**config.mk**
```make
export PLATFORM = sky130hd
export DESIGN_NAME = id_ex_stage
export DESIGN_NICKNAME = d
export VERILOG_FILES = /design/src/rtl/mips_pkg.sv /design/src/rtl/id_ex_stage_fwd_mux.sv /design/src/rtl/id_ex_stage.sv
export SDC_FILE = /design/constraint.sdc
export NUM_CORES = 1
export LEC_CHECK = 0
export CAP_MARGIN = 20
export CORE_ASPECT_RATIO = 1.5
export CORE_UTILIZATION = 38
export DETAILED_ROUTE_END_ITERATION = 8
export GPL_ROUTABILITY_DRIVEN = 0
export PLACE_DENSITY = 0.86
export SLEW_MARGIN = 10
export SYNTH_ARGS = -nofsm -noshare
export SYNTH_HDL_FRONTEND = slang
export SYNTH_SLANG_ARGS = --single-unit
```
**constraint.sdc**
```tcl
create_clock -name clk -period 2.37 [get_ports clk]
set_input_delay 0.5925 -clock clk [delete_from_list [all_inputs] [get_ports clk]]
set_output_delay 0.5925 -clock clk [all_outputs]
set_load 0.01 [all_outputs]
```
**src/rtl/mips_pkg.sv**
```systemverilog
// Shared definitions for the 5-stage MIPS pipeline: datapath widths,
// ALU opcodes and the forwarding-source encoding.
package mips_pkg;

  localparam int XLEN = 32;
  localparam int RW   = 5;

  typedef enum logic [3:0] {
    ALU_AND  = 4'b0000,
    ALU_OR   = 4'b0001,
    ALU_ADDU = 4'b0010,
    ALU_SRL  = 4'b0011,
    ALU_SUBU = 4'b0110,
    ALU_SLT  = 4'b0111,
    ALU_XOR  = 4'b1001,
    ALU_SLL  = 4'b1010,
    ALU_SRA  = 4'b1011,
    ALU_NOR  = 4'b1100,
    ALU_SLTU = 4'b1110
  } alu_op_e;

  typedef enum logic [1:0] {
    FWD_NONE,
    FWD_EXMEM,
    FWD_MEMWB
  } fwd_sel_e;

endpackage

```
**src/rtl/id_ex_stage_fwd_mux.sv**
```systemverilog
// Priority forwarding select for one source operand: the younger EX/MEM
// result beats MEM/WB, and register 0 is never forwarded.
module fwd_mux
  import mips_pkg::*;
#(
  parameter int XLEN = mips_pkg::XLEN,
  parameter int RW   = mips_pkg::RW
) (
  input  logic [RW-1:0]   src,
  input  logic [XLEN-1:0] reg_data,
  input  logic            exmem_reg_write,
  input  logic [RW-1:0]   exmem_wb_reg,
  input  logic [XLEN-1:0] exmem_alu_out,
  input  logic            memwb_reg_write,
  input  logic [RW-1:0]   memwb_wb_reg,
  input  logic [XLEN-1:0] memwb_data,
  output logic [XLEN-1:0] data
);

  fwd_sel_e sel;
  logic     src_nz;

  assign src_nz = (src != '0);

  always_comb begin
    sel = FWD_NONE;
    if (exmem_reg_write && exmem_wb_reg == src && src_nz)
      sel = FWD_EXMEM;
    else if (memwb_reg_write && memwb_wb_reg == src && src_nz)
      sel = FWD_MEMWB;
  end

  always_comb begin
    data = reg_data;
    case (sel)
      FWD_EXMEM: data = exmem_alu_out;
      FWD_MEMWB: data = memwb_data;
      default:   data = reg_data;
    endcase
  end

endmodule

```
**src/rtl/id_ex_stage.sv**
```systemverilog
// ID/EX pipeline register with EX-side forwarding, ALU operand selection
// and load-use hazard detection.
module id_ex_stage
  import mips_pkg::*;
#(
  parameter int XLEN = mips_pkg::XLEN,
  parameter int RW   = mips_pkg::RW
) (
  input  logic            clk,
  input  logic            rst,
  input  logic            stall_i,
  input  logic            flush_i,
  input  logic            id_valid,
  input  logic [XLEN-1:0] id_rs_data,
  input  logic [XLEN-1:0] id_rt_data,
  input  logic [XLEN-1:0] id_imm,
  input  logic [4:0]      id_shamt,
  input  logic [RW-1:0]   id_rs,
  input  logic [RW-1:0]   id_rt,
  input  logic [RW-1:0]   id_wb_reg,
  input  logic [3:0]      id_alu_control,
  input  logic            id_alu_src,
  input  logic            id_shift_src,
  input  logic            id_reg_write,
  input  logic            id_mem_read,
  input  logic            id_mem_write,
  input  logic            exmem_reg_write,
  input  logic [RW-1:0]   exmem_wb_reg,
  input  logic [XLEN-1:0] exmem_alu_out,
  input  logic            memwb_reg_write,
  input  logic [RW-1:0]   memwb_wb_reg,
  input  logic [XLEN-1:0] memwb_data,
  output logic [XLEN-1:0] alu_in1,
  output logic [XLEN-1:0] alu_in2,
  output logic [3:0]      alu_control,
  output logic [XLEN-1:0] ex_store_data,
  output logic            ex_valid,
  output logic [RW-1:0]   ex_wb_reg,
  output logic            ex_reg_write,
  output logic            ex_mem_read,
  output logic            ex_mem_write,
  output logic            load_use_hazard
);

  logic            valid_q;
  logic [XLEN-1:0] rs_data_q, rt_data_q, imm_q;
  logic [4:0]      shamt_q;
  logic [RW-1:0]   rs_q, rt_q, wb_reg_q;
  logic [3:0]      alu_control_q;
  logic            alu_src_q, shift_src_q;
  logic            reg_write_q, mem_read_q, mem_write_q;

  logic [XLEN-1:0] fwd_rs, fwd_rt;

  // A flush is a bubble: identical to reset, and it overrides a stall.
  always_ff @(posedge clk) begin
    if (rst || flush_i) begin
      valid_q       <= 1'b0;
      rs_data_q     <= '0;
      rt_data_q     <= '0;
      imm_q         <= '0;
      shamt_q       <= '0;
      rs_q          <= '0;
      rt_q          <= '0;
      wb_reg_q      <= '0;
      alu_control_q <= '0;
      alu_src_q     <= 1'b0;
      shift_src_q   <= 1'b0;
      reg_write_q   <= 1'b0;
      mem_read_q    <= 1'b0;
      mem_write_q   <= 1'b0;
    end else if (!stall_i) begin
      valid_q       <= id_valid;
      rs_data_q     <= id_rs_data;
      rt_data_q     <= id_rt_data;
      imm_q         <= id_imm;
      shamt_q       <= id_shamt;
      rs_q          <= id_rs;
      rt_q          <= id_rt;
      wb_reg_q      <= id_wb_reg;
      alu_control_q <= id_alu_control;
      alu_src_q     <= id_alu_src;
      shift_src_q   <= id_shift_src;
      reg_write_q   <= id_valid & id_reg_write;
      mem_read_q    <= id_valid & id_mem_read;
      mem_write_q   <= id_valid & id_mem_write;
    end
  end

  fwd_mux #(.XLEN(XLEN), .RW(RW)) u_fwd_rs (
    .src             (rs_q),
    .reg_data        (rs_data_q),
    .exmem_reg_write (exmem_reg_write),
    .exmem_wb_reg    (exmem_wb_reg),
    .exmem_alu_out   (exmem_alu_out),
    .memwb_reg_write (memwb_reg_write),
    .memwb_wb_reg    (memwb_wb_reg),
    .memwb_data      (memwb_data),
    .data            (fwd_rs)
  );

  fwd_mux #(.XLEN(XLEN), .RW(RW)) u_fwd_rt (
    .src             (rt_q),
    .reg_data        (rt_data_q),
    .exmem_reg_write (exmem_reg_write),
    .exmem_wb_reg    (exmem_wb_reg),
    .exmem_alu_out   (exmem_alu_out),
    .memwb_reg_write (memwb_reg_write),
    .memwb_wb_reg    (memwb_wb_reg),
    .memwb_data      (memwb_data),
    .data            (fwd_rt)
  );

  assign alu_in1       = shift_src_q ? {{(XLEN-5){1'b0}}, shamt_q} : fwd_rs;
  assign alu_in2       = alu_src_q ? imm_q : fwd_rt;
  assign ex_store_data = fwd_rt;
  assign alu_control   = valid_q ? alu_control_q : 4'b0000;

  assign ex_valid     = valid_q;
  assign ex_wb_reg    = wb_reg_q;
  assign ex_reg_write = valid_q & reg_write_q;
  assign ex_mem_read  = valid_q & mem_read_q;
  assign ex_mem_write = valid_q & mem_write_q;

  // rt is compared even for immediate forms; a spurious stall is harmless.
  assign load_use_hazard = valid_q & mem_read_q & (wb_reg_q != '0) & id_valid &
                           ((wb_reg_q == id_rs) | (wb_reg_q == id_rt));

endmodule
```
======== Yosys cells after proc, flatten, opt, wreduce, memory -nomap -nowiden ========
Index checks and enable logic that the tools add are counted.
operators by class
  equality and inequality tests ........... 10
  muxes and demuxes ....................... 9
  bitwise operators ....................... 10
  reductions and logical operators ........ 12
operators with widths
  cell                  number
  $pmux W32 S2          2
  $mux W32              2
  $eq A5 B5 Y1          6
  $reduce_bool A5 Y1    3
  $and A1 B1 Y1         9
  $logic_and A1 B1 Y1   8
  $mux W2               4
  $eq A2 B1 Y1 const B  2
  $eq A2 B2 Y1 const B  2
  $mux W4               1
  $logic_or A1 B1 Y1    1
  $or A1 B1 Y1          1
storage, ports and cells
  register bits ........................... 126
  input bits .............................. 206
  output and inout port bits .............. 110
  word-level logic and storage cells ...... 55

======== Longest topological paths before layout ========
  word-level depth ........................ 8
  mapped depth ............................ 7
  mapped depth without buffers ............ 5

======== Modules after synthesis ========
Synthesis repeated with hierarchy kept, for this count alone.
unflattened totals
  cell total of the unflattened synthesis .. 841
  area total of the unflattened synthesis .. 7,138.1 um2
by module, submodules not included
  module       times used  cells each  area each (um2)  seq. area each (um2)
  id_ex_stage  1           503         5,241.3          2,522.4
  fwd_mux      2           169         948.4            0.0

======== Least setup slack after synthesis ========
No wires, ideal clock.
  path kind ............................... in2out
  from .................................... input port memwb_wb_reg[3]
  to ...................................... output port alu_in2[0]
  data arrival time ....................... 2,000 ps
  data required time ...................... 1,778 ps
  path slack .............................. -222 ps
  stages .................................. 5
  buffers on the path ..................... 1
  path through ............................ or3_4 a211oi_4 buf_6 mux2i_1 a221oi_1
on the way
  longest elaborated chain between the ends .. 8
  elaborated cells between the ends (all ways) .. 9
  classes of those cells .................. 3 x eq/ne; 4 x mux; 2 x reduce/logical
ends and longest elaborated chain
  item                                                 RTL line                   source
  start: declaration                                   id_ex_stage.sv:31          input logic [RW-1:0] memwb_wb_reg,
  $eq A5 B5 Y1 *                                       id_ex_stage_fwd_mux.sv:29  else if (memwb_reg_write && memwb_wb_reg == src && src_nz)
  $logic_and A1 B1 Y1 * (2 in a row)                   id_ex_stage_fwd_mux.sv:29
  $mux W2 *                                            id_ex_stage_fwd_mux.sv:29
  $mux W2 *                                            id_ex_stage_fwd_mux.sv:27  if (exmem_reg_write && exmem_wb_reg == src && src_nz)
  $eq A2 B2 Y1 / $eq A2 B1 Y1 (equally long branches)  id_ex_stage_fwd_mux.sv:35  case (sel)
  $pmux W32 S2 *                                       id_ex_stage_fwd_mux.sv:35
  $mux W32 *                                           id_ex_stage.sv:115         assign alu_in2 = alu_src_q ? imm_q : fwd_rt;
  end: declaration                                     id_ex_stage.sv:34          output logic [XLEN-1:0] alu_in2,
Every way passes the cells marked *; elsewhere a longest branch is shown, timed or not.

======== Final worst setup path ========
  from .................................... register rt_q[0]
  to ...................................... output port alu_in2[29]
on the way
  longest elaborated chain between the ends .. 8
  elaborated cells between the ends (all ways) .. 13
  classes of those cells .................. 4 x eq/ne; 4 x mux; 5 x reduce/logical
ends and longest elaborated chain
  item                                                 RTL line                   source
  start: declaration                                   id_ex_stage.sv:48          logic [RW-1:0] rs_q, rt_q, wb_reg_q;
  start signal: assignment                             id_ex_stage.sv:79          rt_q <= id_rt;
  $eq A5 B5 Y1                                         id_ex_stage_fwd_mux.sv:29
  $logic_and A1 B1 Y1 (2 in a row)                     id_ex_stage_fwd_mux.sv:29
  $mux W2                                              id_ex_stage_fwd_mux.sv:29
  $mux W2 *                                            id_ex_stage_fwd_mux.sv:27
  $eq A2 B2 Y1 / $eq A2 B1 Y1 (equally long branches)  id_ex_stage_fwd_mux.sv:35
  $pmux W32 S2 *                                       id_ex_stage_fwd_mux.sv:35
  $mux W32 *                                           id_ex_stage.sv:115
Marked as above.

==> metrics.md <==
| Metric | Value |
|---|---|
| Num rows | `60` |
| Synth Area in Compound Gates | `0.143` |
| WL per Instance | `22.9 µm` |
| IO buf count | `315` |
| Max-cap violations | `0` |
| Post-detailed-route count of antenna-violating nets | `0` |
| Top-area cell type share of the netlist area | `0.359` |
| Multiplexer share of the synthesized area | `0.258` |
| Leak | `0.00573 µW` |
| Largest family of logic cells by synthesized area | `multiplexers` |
| Final core occ | `0.760` |
| Worst hold path class | `reg -> reg` |
| Pwr Density | `478 mW/mm²` |
| Post-layout nets | `1433` |
| Worst skew pair latency | `0.41 ns` |
| Commonest non-fill, non-tap cell in the layout | `clkdlybuf4s50_1` |
| Global-route wire length before repair | `47000 µm` |
| P&R area growth vs syn | `94.8%` |
| Metal3 WL | `2150 µm` |
| Multi-input logic area | `0.00535 mm²` |
| Vias in the first global route | `8452` |
| Fillers | `1107` |
| Register area | `0.00255 mm²` |
| Placed cells | `1345` |
| TritonCTS clock tree | `yes` |
| Violated checks | `negative setup slack` |
| Die H | `169 µm` |
| Fraction of layout cells with a size suffix above 1 | `0.400` |
| Root Driver | `clkbuf_16` |
| Worst Path Required | `1.78 ns` |
| CP Max Fanout | `6` |
| Largest net degree at the start of global routing | `67` |
| Synth Cell Area | `0.00703 mm²` |
| Ports | `316` |
| Dpl hpwl | `19500 µm` |
| Synth Register Bits | `126` |
| Worst setup SP type | `flip-flop` |
| Die ar. | `0.0191 mm²` |
| Pins over their slew limit | `0` |
| Post-Synth Simple-Gate Area | `0.147` |
| Least-Margin Pin Slew | `0.511 ns` |
| Final WL | `33400 µm` |
| Final Critical Period | `3.15 ns` |
| Data arrival time of the worst path | `2.55 ns` |
| Final setup margin | `-0.775 ns` |
| Xor/xnor cell area share of the yosys netlist | `0.0349` |
| Antenna violations before repair | `1` |
| Syn_area_per_cell | `9.01 µm²` |
| M1 wire length | `11500 µm` |
| Top post-synthesis cells by area | `dfxtp_1 (36%), mux2i_1 (26%), nor2_1 (8.5%), a221oi_2 (5.6%), o2bb2ai_1 (3.4%)` |
| Met2 WL | `17300 µm` |
| Clock sinks | `126` |
| Max Freq | `318 MHz` |
| Synth area leader | `dfxtp_1` |
| Core Region | `0.0180 mm²` |
| Yosys cell types | `36` |
| Worst-path clk slew | `0.06 ns` |
| Number of CTS-inserted buffers | `17` |
| Finish-stage setup viols | `96` |
| Hold Fails Final Rpt | `0` |
| DRC | `0` |
| Seq/Total Area, Yosys | `0.359` |
| Highest metal used | `met4` |
| Worst Setup Path Type | `reg -> out` |
| Vias | `8241` |
| Initial Util | `0.390` |
| Biggest regs | `imm_q (32), rs_data_q (32), rt_data_q (32)` |
| Clk buf depth | `2` |
| Post-synthesis adder-cell area fraction | `0` |
| Commonest non-fill, non-tap cells in the layout | `clkdlybuf4s50_1 (201), nor2_1 (159), mux2i_1 (130), dfxtp_1 (114), buf_2 (94)` |
| Syn Nets | `986` |
| Slew headroom | `0.659` |
| DR vias/cell | `5.65` |
| Worst VDD drop | `0.386 mV` |
| Total track usage | `0.327` |
| Unrepaired setup endpoints after global routing | `yes` |
| Worst setup EP type | `primary output` |
| Clk_skew | `0 ns` |
| Initial DRC count | `538` |
| Grt total ovfl | `0` |
| Tcrit/Tclk final | `1.33` |
| Ys Warns | `0` |
| Post-route insts no fill | `1458` |
| TritonRoute pass-1 iters | `5` |
| Final TNS setup | `-65.00 ns` |
| Mapped Cells | `780` |
| Die X-Extent | `113 µm` |
| H-tree depth | `4` |
| Design Power | `6540 µW` |
| Status | `finished, violations left` |
==> layer usage <==
metal	vias to the layer above	GRT usage
met5	-	0
li1	3667	-
met1	3932	0.326
met2	471	0.599
met3	171	0.0770
met4	0	0.215
==> stage by stage <==
step / worst slack (ns) / hold WS [ns] / instance area, µm²
floorplan: -0.138 / 0.455 / 7300
global placement: -1.15 / 0.465 / 11400
detailed placement: -1.21 / 0.481 / 11400
CTS: -0.752 / 0.495 / 13300
global route: -0.825 / 0.518 / 13700
finish: -0.775 / 0.487 / 13700
==> report_power, final <==
part           internal, µW  switching (µW)  total (µW)
sequential             2180            71.9        2260
combinational           762             588        1350
clock                  1900            1030        2940
total                  4850            1690        6540
==> worst paths after layout <==
check	from	to	slack (ns)	cells after the start
worst max-delay path	rt_q[0]	alu_in2[29]	-0.78	10
worst min-delay path	alu_control_q[0]	alu_control_q[0]	0.49	2
worst max register to register	shift_src_q	shift_src_q	1.38	2
worst min register to register	alu_control_q[0]	alu_control_q[0]	0.49	2
==> cell usage after synthesis <==
library cell	instances
mux2i_1	181
nor2_1	159
dfxtp_1	126
a21oi_1	35
inv_1	35
clkbuf_1	34
nor3_1	34
o2bb2ai_1	27
a221oi_2	26
xor2_1	15
buf_1	13
xnor2_1	13
a221oi_1	11
buf_2	10
nand2_1	10
and2_1	7
nor3b_1	5
nor4b_1	5
o21bai_1	5
nand3_1	4
a211oi_1	3
a22oi_1	3
buf_6	3
nor4_1	3
buf_4	2
a211oi_4	1
and4_1	1
nand2b_1	1
nand4_1	1
nor2_2	1
nor2b_1	1
o211ai_1	1
or2_2	1
or3_1	1
or3_4	1
or4_1	1
==> kinds of logic after synthesis <==
family / Yosys count
and+or+nand+nor: 236
muxes: 181
DFF: 126
AOI/OAI and AO/OA: 112
buffers and inverters: 97
xor gates and xnor gates: 28
==> what timing repair did <==
item | CTS | global route
gates resized for setup | 581 | 93
pin swaps | 48 | 44
gates cloned | 8 | 0
setup buffers | 71 | 14
endpoints found under the setup margin | 97 | 97
hold buffers | 0 | 0
endpoints found under the hold margin | 0 | 0
==> area by class of cell <==
class | instances | area share
clock buffers | 19 | 0.0323
well taps | 217 | 0.0198
clock inverters | 13 | 0.0154
flip-flops and latches | 126 | 0.187
inverters | 35 | 0.00959
diodes | 1 | 0.000183
repair buffers | 490 | 0.346
multi-input cells | 557 | 0.390
==> worst max-delay path, stage by stage, from the launching register on <==
cell      delay, ns
dfxtp_4        0.39
nor4_4         0.06
or3_4          0.34
a211oi_4       0.27
buf_6          0.18
buf_12         0.14
buf_12         0.12
buf_12         0.11
mux2i_4        0.07
a221oi_2       0.24
buf_2          0.19
Note: power is estimated with default switching activity, not from simulation.
